## config.mk

```make
export PLATFORM = sky130hd
export DESIGN_NAME = mmio_out_port
export DESIGN_NICKNAME = d
export VERILOG_FILES = /design/src/rtl/mmio_out_port_pkg.sv /design/src/rtl/mmio_out_port_sync_fifo.sv /design/src/rtl/mmio_out_port.sv
export SDC_FILE = /design/constraint.sdc
export NUM_CORES = 1
export LEC_CHECK = 0
export CAP_MARGIN = 20
export CORE_UTILIZATION = 40
export CTS_CLUSTER_DIAMETER = 100
export CTS_CLUSTER_SIZE = 30
export DETAILED_ROUTE_END_ITERATION = 7
export PLACE_DENSITY = 0.76
export SLEW_MARGIN = 20
export SYNTH_ARGS = -nofsm -noshare
export SYNTH_HDL_FRONTEND = slang
export SYNTH_SLANG_ARGS = --single-unit
```

## constraint.sdc

```tcl
create_clock -name clk -period 2.84 [get_ports clk]
set_input_delay 0.284 -clock clk [delete_from_list [all_inputs] [get_ports clk]]
set_output_delay 0.284 -clock clk [all_outputs]
set_load 0.005 [all_outputs]
```

## src/rtl/mmio_out_port_pkg.sv

```systemverilog
// rtl/mmio_out_port_pkg.sv - register map constants shared by the MMIO output port
package mmio_out_port_pkg;

   // Register offsets, selected by mem_addr[3:2]
   localparam logic [1:0] OFF_DATA   = 2'd0;
   localparam logic [1:0] OFF_STATUS = 2'd1;
   localparam logic [1:0] OFF_CTRL   = 2'd2;

   // STATUS bit positions (count occupies the low bits)
   localparam int ST_EMPTY      = 8;
   localparam int ST_FULL       = 9;
   localparam int ST_OVF        = 10;
   localparam int ST_OVFCNT_LSB = 16;

   // CTRL bit positions
   localparam int CTRL_EN    = 0;
   localparam int CTRL_FLUSH = 1;

endpackage

```

## src/rtl/mmio_out_port_sync_fifo.sv

```systemverilog
// rtl/mmio_out_port_sync_fifo.sv - synchronous FIFO behind the MMIO output port
//
// Ports:
//   clk, rst     posedge clock, synchronous active-low reset
//   push, din    write din at the tail (dropped when full unless popping)
//   pop          advance the head (ignored when empty)
//   flush        empty the FIFO at this edge; overrides push and pop
//   dout         head entry, 0 when empty
//   count        occupancy 0..depth
//   full, empty  occupancy flags
module sync_fifo #(
   parameter int DEPTH_LOG2 = 2,
   parameter int WIDTH      = 32
) (
   input  logic                  clk,
   input  logic                  rst,
   input  logic                  push,
   input  logic                  pop,
   input  logic                  flush,
   input  logic [WIDTH-1:0]      din,
   output logic [WIDTH-1:0]      dout,
   output logic [DEPTH_LOG2:0]   count,
   output logic                  full,
   output logic                  empty
);

   localparam int DEPTH = 1 << DEPTH_LOG2;
   localparam logic [DEPTH_LOG2-1:0] PTR_ONE = DEPTH_LOG2'(1);
   localparam logic [DEPTH_LOG2:0]   CNT_ONE = (DEPTH_LOG2 + 1)'(1);

   logic [WIDTH-1:0]      mem [DEPTH];
   logic [DEPTH_LOG2-1:0] rd_ptr;
   logic [DEPTH_LOG2-1:0] wr_ptr;
   logic                  do_push;
   logic                  do_pop;

   assign empty = (count == '0);
   assign full  = (count == (DEPTH_LOG2 + 1)'(DEPTH));

   // A pop frees a slot in the same edge, so a full FIFO still takes a push.
   assign do_pop  = pop & ~empty;
   assign do_push = push & (~full | do_pop);

   assign dout = empty ? '0 : mem[rd_ptr];

   always_ff @(posedge clk) begin
      if (!rst || flush) begin
         rd_ptr <= '0;
         wr_ptr <= '0;
         count  <= '0;
      end else begin
         if (do_push)
            wr_ptr <= wr_ptr + PTR_ONE;
         if (do_pop)
            rd_ptr <= rd_ptr + PTR_ONE;
         case ({do_push, do_pop})
            2'b10:   count <= count + CNT_ONE;
            2'b01:   count <= count - CNT_ONE;
            default: count <= count;
         endcase
      end
   end

   // Storage needs no reset: dout is masked while empty.
   always_ff @(posedge clk) begin
      if (rst && !flush && do_push)
         mem[wr_ptr] <= din;
   end

endmodule

```

## src/rtl/mmio_out_port.sv

```systemverilog
// rtl/mmio_out_port.sv - memory-mapped CPU output port feeding a valid/ready stream
//
// Ports:
//   clk, rst            posedge clock, synchronous active-low reset
//   mem_we              CPU store strobe
//   mem_addr, mem_wdata CPU byte address and store data
//   mem_rdata           register read data, combinational from mem_addr
//   sel                 mem_addr falls in this device's 16-byte window
//   out_data, out_valid stream word and qualifier towards the consumer
//   out_ready           consumer accepts out_data
//
// Window: +0 DATA (push / last stored word), +4 STATUS, +8 CTRL, +C unmapped.
module mmio_out_port
   import mmio_out_port_pkg::*;
#(
   parameter logic [31:0] BASE_ADDR  = 32'h0000_7F00,
   parameter int          DEPTH_LOG2 = 2
) (
   input  logic        clk,
   input  logic        rst,
   input  logic        mem_we,
   input  logic [31:0] mem_addr,
   input  logic [31:0] mem_wdata,
   output logic [31:0] mem_rdata,
   output logic        sel,
   output logic [31:0] out_data,
   output logic        out_valid,
   input  logic        out_ready
);

   logic [1:0]            offset;
   logic                  wr_data;
   logic                  wr_ctrl;
   logic                  flush;
   logic                  pop;
   logic                  ovf_event;
   logic                  enable;
   logic                  ovf;
   logic [7:0]            ovf_cnt;
   logic [31:0]           shadow;
   logic [31:0]           status;
   logic [DEPTH_LOG2:0]   count;
   logic                  full;
   logic                  empty;
   logic                  unused_addr_bits;

   assign unused_addr_bits = ^mem_addr[1:0];

   assign sel     = (mem_addr[31:4] == BASE_ADDR[31:4]);
   assign offset  = mem_addr[3:2];
   assign wr_data = mem_we & sel & (offset == OFF_DATA);
   assign wr_ctrl = mem_we & sel & (offset == OFF_CTRL);
   assign flush   = wr_ctrl & mem_wdata[CTRL_FLUSH];

   assign out_valid = enable & ~empty;
   assign pop       = out_valid & out_ready;

   // Dropped store: only when no pop makes room at this same edge.
   assign ovf_event = wr_data & full & ~pop;

   sync_fifo #(
      .DEPTH_LOG2 (DEPTH_LOG2),
      .WIDTH      (32)
   ) u_fifo (
      .clk   (clk),
      .rst   (rst),
      .push  (wr_data),
      .pop   (pop & ~flush),
      .flush (flush),
      .din   (mem_wdata),
      .dout  (out_data),
      .count (count),
      .full  (full),
      .empty (empty)
   );

   always_ff @(posedge clk) begin
      if (!rst) begin
         enable  <= 1'b1;
         ovf     <= 1'b0;
         ovf_cnt <= 8'd0;
         shadow  <= 32'd0;
      end else begin
         if (wr_data)
            shadow <= mem_wdata;
         if (wr_ctrl)
            enable <= mem_wdata[CTRL_EN];
         if (flush) begin
            ovf     <= 1'b0;
            ovf_cnt <= 8'd0;
         end else if (ovf_event) begin
            ovf <= 1'b1;
            if (ovf_cnt != 8'hFF)
               ovf_cnt <= ovf_cnt + 8'd1;
         end
      end
   end

   always_comb begin
      status                           = '0;
      status[DEPTH_LOG2:0]             = count;
      status[ST_EMPTY]                 = empty;
      status[ST_FULL]                  = full;
      status[ST_OVF]                   = ovf;
      status[ST_OVFCNT_LSB +: 8]       = ovf_cnt;
   end

   always_comb begin
      mem_rdata = 32'd0;
      if (sel) begin
         case (offset)
            OFF_DATA:   mem_rdata = shadow;
            OFF_STATUS: mem_rdata = status;
            OFF_CTRL:   mem_rdata = {31'd0, enable};
            default:    mem_rdata = 32'd0;
         endcase
      end
   end

endmodule
```

==> results by group, run 1 <==
Run status
  • Status: finished, violations left
  • Failing checks: design-rule violations, negative setup slack

STA
  • Maximum clock frequency: between 0.3 and 0.4 GHz
  • Clock Skews: 0.007516 ns
  • Setup violations, final: 2
  • RSZ-0062 raised after global routing: yes
  • Tightest Pin Transition: 0.4695 ns
  • Tcrit/Tclk final: 100.2%
  • Post-route minimum period: ~2.8 ns
  • Setup TNS: -0.006461 ns
  • Max-slew violation count: 0
  • Fin worst setup slack: -0.005997 ns
  • Slew HR: around 70%
  • Final hold viol count: 0

GRT
  • Antenna violations before repair: 0
  • Met3 GRT Util: about 4.5%
  • Grt ovf: 0
  • Met1 global-route usage: 19.97%
  • First-pass GRT wire length: 25.47 mm
  • Global Route Usage Sum: 17.49%
  • Grt peak-use layer: met2
  • Met2 Use GR: 31.39%
  • Largest net degree at the start of global routing: 35
  • Number of global-route vias before repair: 4,878

Route
  • ANT nets after route: 0
  • DRC violations left: 18
  • Post-DR vias/cell: 5.190
  • First-pass detailed-route iteration total: 8
  • Total number of vias: 4,598
  • Avg WL per Cell: 18.14 um
  • Wirelength, routed: roughly 16 mm
  • Initial DRC count: 333

Floorplanning
  • Core area: approximately 18,000 sq um
  • DIE AREA: 19,250 sq um
  • Row count: 49
  • Initial Utilization: 41.22%
  • Die Y: 138.8 um
  • I/O pin total: 134
  • Chip width: 138.8 um

Clock network
  • Hold_buf cts: 0
  • Worst-path clk slew: 0.06 ns
  • Worst-Skew Late Latency: 0.42 ns
  • Clock sink count: about 180
  • CTS tree: yes
  • Clk buf depth: 2
  • CTS H-Tree Depth: 4
  • Clk root buf: clkbuf_16
  • CTS Buf Count: 17

Power and ir drop
  • Pwr Total: about 5.2 mW
  • P per Cell Area: ~520 nW/um^2
  • Maximum VDD drop: 0.3445 mV
  • Leakage power: 3.308 nW

Placed design
  • Pre-CTS setup slack: -0.3712 ns
  • # port buffers: 131
  • Placed Cells: 853
  • Dpl hpwl: between 10 and 15 mm
  • Gpl congestion: 0.8330

Finish
  • Layout area overhead: 32.92%
  • Number of fill cells in the layout: between 1,000 and 1,500
  • FF+latch area: 4867 sq um
  • N_diodes: 0
  • Footprint of the multi-input gates: about 2600 sq um
  • Post-layout util: a little over half
  • Commonest cells after routing, fill and taps aside: 128 x edfxtp_1, 99 x clkdlybuf4s50_1, 66 x nor2b_1
  • Commonest non-fill, non-tap cell in the layout: edfxtp_1
  • Share of cells above drive strength 1: between 10% and 20%
  • Non-Filler Instances: just under 900
  • Nets: 719

Synth
  • Number of synthesized register bits: about 180
  • Post-synth top area share: 51.38%
  • Cell area after synthesis: 7481 sq um
  • Mapped Cells: 490
  • Synth top area cells: edfxtp_1 51%, dfxtp_1 14%, mux4_2 9.6%
  • Cell taking the most area after synthesis: edfxtp_1
  • Number of synthesis warnings: 0
  • Yosys cell types: 38
  • Register area share after synthesis: about two thirds
  • Mapped Nets: 565
  • Average size of a mapped cell: between 15 and 20 sq um

Setup path
  • Startpoint Class: input pin
  • Crit-path max cell delay: 0.54 ns
  • Crit-path cells: clkdlybuf4s50_1 > or4_4 > or4_4 > buf_12 > nor2_1 > clkdlybuf4s50_1
  • Top fanout value on the critical path: 20
  • Critical Path Source: mem_addr[27]
  • CP endpoint kind: primary output
  • Critical path data arrival time: 2.56 ns
  • CP top delay family: simple AND/OR/NAND/NOR gates
  • Slowest library cell on the worst path: or4_4
  • Buffers plus inverters on the worst setup path: 3
  • R2r setup slk: 0.44 ns
  • Crit path kind: in2out
  • FF-to-FF Start: u_fifo.count[2]$_SDFFE_PP0P_
  • Worst path required time: 2.56 ns

Worst hold path
  • Worst Hold Class: reg2reg
  • Hold Path Origin: ovf$_SDFFE_PP0P_

Run
  • Max Cap Viol: 0
==> area by class of cell <==
cell class | count | share of cell area (%)
inverters | 6 | 0.2265
well taps | 229 | 2.882
flip-flops and latches | 179 | 48.95
clock inverters | 13 | 1.334
clock buffers | 19 | 4.354
repair buffers | 161 | 16.58
multi-input cells | 279 | 25.67
==> cells in the mapped netlist, drive strengths merged <==
cell type / instances
inv: 6
or4: 7
nor4b: 2
clkbuf: 19
nor3: 4
or3: 3
a31oi: 1
mux4: 32
a21oi: 9
nor2: 29
nor4: 6
ha: 6
xnor2: 2
nand3: 8
o21ai: 3
or3b: 1
buf: 7
edfxtp: 128
and2: 20
fa: 1
and4: 5
nor3b: 1
nand4: 2
nand2b: 2
and4b: 1
o22ai: 1
mux2i: 48
nor2b: 66
xor2: 4
dfxtp: 51
o31ai: 4
and4bb: 1
nand2: 10
==> sequential cells by signal, indices dropped and copies added, names as in the netlist, named ones only <==
| register | flops |
|---|---|
| shadow | 32 |
| ovf | 1 |
| u_fifo.rd_ptr | 2 |
| u_fifo.mem | 128 |
| u_fifo.count | 3 |
| ovf_cnt | 8 |
| enable | 1 |
| u_fifo.wr_ptr | 2 |
==> timing repair <==
| action | 4_1_cts | 5_1_grt |
|---|---|---|
| buffers inserted | 0 | 1 |
| pin swaps | 1 | 0 |
| resized for setup | 36 | 24 |
| endpoints found under the hold margin | 0 | 0 |
| setup endpoints to repair | 31 | 11 |
==> worst min-delay path: stages (launching register included) <==
cell     delay, ns
dfxtp_1       0.33
a21oi_1       0.04
nor2_1        0.07
==> path summary, 6_finish.rpt <==
kind                                   to  cells after the start
max                         mem_rdata[19]                      6
min                      ovf$_SDFFE_PP0P_                      2
min reg2reg              ovf$_SDFFE_PP0P_                      2
max reg2reg  u_fifo.count[2]$_SDFFE_PP0P_                     11
==> power breakdown <==
group / total (mW) / switching [mW] / leakage, nW / internal [mW]
sequential: 2.79 / 0.000000000336 / 1.56 / 2.79
clock: 2.24 / 0.949 / 0.271 / 1.29
combinational: 0.174 / 0.0724 / 1.48 / 0.101
==> stage by stage <==
step                area, sq um  hold WS (ns)
floorplan                  7486        0.3829
global placement           9344        0.4534
detailed placement         9344        0.4643
CTS                        9918        0.4791
global route               9943        0.5158
finish                     9943        0.4754
==> per-layer routing <==
| layer | vias up | share of wire [%] | wire, um |
|---|---|---|---|
| met5 | - | 0 | 0 |
| met4 | 0 | 2.1 | 333 |
| met3 | 23 | 6.1 | 986 |
| met2 | 163 | 52 | 8404 |
| met1 | 2276 | 39 | 6346 |
| li1 | 2136 | - | - |
==> kinds of logic (layout without fill, tap and decap cells) <==
family	after synthesis	after routing	share of synthesized area (%)
DFF	179	179	65.03
buffers and inverters	32	199	1.756
and+or+nand+nor	168	168	13.82
xor gates and xnor gates	6	6	0.7025
adders and majority gates	7	7	1.271
AOI/OAI and AO/OA	18	18	1.371
muxes	80	80	16.06
Note: power is estimated with default switching activity, not from simulation.
==> inputs of run 2 (changes only) <==
--- a/config.mk
+++ b/config.mk
@@ -6,6 +6,7 @@
 export NUM_CORES = 1
 export LEC_CHECK = 0
 export CAP_MARGIN = 20
+export CORE_MARGIN = 3
 export CORE_UTILIZATION = 40
 export CTS_CLUSTER_DIAMETER = 100
 export CTS_CLUSTER_SIZE = 30
==> results by group, run 2 (synthesis results as in run 1) <==
Run status
  • Status: finished, final reports clean (was finished, violations left)

Route
  • DRC violations left: 0 (was 18)
  • Total number of vias: 4,637 (was 4,598)
  • First-pass detailed-route iteration total: 4 (was 8)
  • ANT nets after route: 0 (unchanged)
  • Post-DR vias/cell: 5.204 (was 5.190)
  • Wirelength, routed: 16.43 mm (was 16.07 mm)
  • Avg WL per Cell: 18.44 um (was 18.14 um)
  • Initial DRC count: 356 (was 333)

Placed design
  • Gpl congestion: 0.8280 (was 0.8330)
  • # port buffers: 131 (unchanged)
  • Placed Cells: 853 (unchanged)
  • Pre-CTS setup slack: -0.3217 ns (was -0.3712 ns)
  • Placed Area: 9344 sq um (unchanged)
  • Dpl hpwl: 11.00 mm (was 10.82 mm)

Floorplanning
  • DIE AREA: 20,380 sq um (was 19,250 sq um)
  • Initial Utilization: 41.22% (unchanged)
  • Chip width: 142.8 um (was 138.8 um)
  • Die Y: 142.8 um (was 138.8 um)
  • I/O pin total: 134 (unchanged)
  • Core area: 18,150 sq um (unchanged)
  • Row count: 49 (unchanged)

Setup path
  • Buffers plus inverters on the worst setup path: 3 (unchanged)
  • Crit-path cells: clkdlybuf4s50_1 > or4_4 > or4_4 > buf_12 > nor2_4 > clkdlybuf4s50_1 (was clkdlybuf4s50_1 > or4_4 > or4_4 > buf_12 > nor2_1 > clkdlybuf4s50_1)
  • Startpoint Class: input pin (unchanged)
  • Worst path required time: 2.56 ns (about the same)
  • Top fanout value on the critical path: 10 (was 20)
  • Slowest library cell on the worst path: or4_4 (unchanged)
  • Critical path data arrival time: 2.50 ns (was 2.56 ns)
  • Crit-path max cell delay: 0.56 ns (was 0.54 ns)
  • CP endpoint kind: primary output (unchanged)
  • CP top delay family: buffers and inverters (was simple AND/OR/NAND/NOR gates)
  • Crit path kind: in2out (unchanged)

STA
  • Tightest Pin Transition: 0.4227 ns (was 0.4695 ns)
  • Slew HR: 71.82% (was 68.70%)
  • Post-route minimum period: 2.782 ns (was 2.846 ns)
  • Max-slew violation count: 0 (unchanged)
  • Clock Skews: 0.007145 ns (was 0.007516 ns)
  • Setup TNS: 0 ns (was -0.006461 ns)
  • Tcrit/Tclk final: 97.96% (was 100.2%)
  • Maximum clock frequency: 0.3594 GHz (was 0.3514 GHz)
  • Hold_ws: 0.4784 ns (was 0.4754 ns)
  • Fin worst setup slack: 0.05787 ns (was -0.005997 ns)
  • Setup violations, final: 0 (was 2)
  • Final hold viol count: 0 (unchanged)

GRT
  • Global Route Usage Sum: 16.40% (was 17.49%)
  • Grt ovf: 0 (unchanged)
  • Largest net degree at the start of global routing: 35 (unchanged)
  • Number of global-route vias before repair: 4,779 (was 4,878)
  • First-pass GRT wire length: 25.64 mm (was 25.47 mm)
  • Antenna violations before repair: 0 (unchanged)

Clock network
  • CTS tree: yes (unchanged)
  • CTS Buf Count: 17 (unchanged)
  • Clk buf depth: 2 (unchanged)
  • Worst-Skew Late Latency: 0.42 ns (about the same)
  • Worst-path clk slew: 0.07 ns (was 0.06 ns)
  • Clk root buf: clkbuf_16 (unchanged)
  • CTS H-Tree Depth: 4 (unchanged)
  • Hold_buf cts: 0 (unchanged)
  • Clock sink count: 179 (unchanged)

Finish
  • Commonest non-fill, non-tap cell in the layout: edfxtp_1 (unchanged)
  • Commonest cells after routing, fill and taps aside: 128 x edfxtp_1, 89 x clkdlybuf4s50_1, 66 x nor2b_1 (was 128 x edfxtp_1, 99 x clkdlybuf4s50_1, 66 x nor2b_1)
  • Post-layout util: 55.34% (was 54.79%)
  • Non-Filler Instances: 891 (was 886)
  • Fin area: 10,040 sq um (was 9943 sq um)
  • Top reg by flops: u_fifo.mem (unchanged)
  • Nets: 724 (was 719)
  • Share of cells above drive strength 1: 19.03% (was 18.26%)
  • N_diodes: 0 (unchanged)
  • Layout area overhead: 34.24% (was 32.92%)
  • Number of fill cells in the layout: 1,432 (was 1,439)
  • Max reg flops: 128 (unchanged)
  • Top Registers: u_fifo.mem x128, shadow x32, ovf_cnt x8 (unchanged)

Power and ir drop
  • Leakage power: 3.353 nW (was 3.308 nW)
  • Maximum VDD drop: 0.3368 mV (was 0.3445 mV)
  • Pwr Total: 5.297 mW (was 5.208 mW)
  • Sw frac: 20.54% (was 19.61%)
  • P per Cell Area: 527.5 nW/um^2 (was 523.7 nW/um^2)
  • Comb power frac: 3.2% (was 3.3%)
  • Clock power share: 44.1% (was 43.1%)
  • Net switching power: 1.088 mW (was 1.021 mW)
  • Sequential share of power: 52.7% (was 53.6%)
  • Internal Power: 4.209 mW (was 4.186 mW)

Worst hold path
  • Worst Hold Class: reg2reg (unchanged)

Run
  • Max Cap Viol: 0 (unchanged)
==> run 2: cell types whose count changed in the layout (fill, tap and decap cells not counted), moves of 3 or more <==
| cell | before | now |
|---|---|---|
| clkinv_2 | 4 | 1 |
| buf_6 | 0 | 4 |
| dlygate4sd2_1 | 18 | 30 |
| clkbuf_2 | 6 | 1 |
| clkdlybuf4s50_1 | 99 | 89 |
==> run 2: power groups by stage <==
stage                     registers, mW  logic, mW  clock network, mW
after CTS                          2.79      0.169               2.39
after global routing               2.79      0.180               2.49
final                              2.79      0.169               2.34
after global placement             2.85      0.164                  0
after detailed placement           2.85      0.169                  0
after floorplan                    2.85     0.0339                  0
==> run 2: per-layer routing <==
metal / share of wire, % / vias to the layer above / global-route usage, %
li1: - / 2163 / -
met1: 40 / 2284 / 19.91
met2: 52 / 158 / 28.24
met3: 5.4 / 32 / 3.550
met4: 2.5 / 0 / 7.154
met5: 0 / - / 0
==> run 2: worst register-to-register path, stage by stage (launching register included) <==
cell     delay [ns]
dfxtp_1        0.42
nor3b_1        0.31
and2_1         0.30
nor4_2         0.08
inv_1          0.06
ha_1           0.18
inv_1          0.08
fa_1           0.39
xor2_1         0.15
nor2_1         0.11
xnor2_1        0.12
nor2_1         0.05
==> run 2: final cells by class <==
type | count | area [sq um] | area share, %
multi-input cells | 279 | 2551 | 25.41
clock buffers | 17 | 425.4 | 4.236
inverters | 6 | 22.52 | 0.2243
clock inverters | 15 | 170.2 | 1.694
repair buffers | 166 | 1719 | 17.12
flip-flops and latches | 179 | 4867 | 48.47
well taps | 229 | 286.5 | 2.853
==> run 2: timing repair <==
action | 4_1_cts | 5_1_grt
setup buffers | 4 | 2
cloned | 0 | 1
endpoints found under the setup margin | 31 | 10
gates resized for setup | 59 | 13
pin swaps | 3 | 6
==> run 2: final timing paths <==
| kind | endpoint | cells past startpoint | startpoint | slack [ns] |
|---|---|---|---|---|
| max | mem_rdata[21] | 6 | mem_addr[28] | 0.06 |
| min | ovf$_SDFFE_PP0P_ | 2 | ovf$_SDFFE_PP0P_ | 0.48 |
| max reg2reg | u_fifo.count[2]$_SDFFE_PP0P_ | 11 | u_fifo.count[2]$_SDFFE_PP0P_ | 0.47 |
| min reg2reg | ovf$_SDFFE_PP0P_ | 2 | ovf$_SDFFE_PP0P_ | 0.48 |
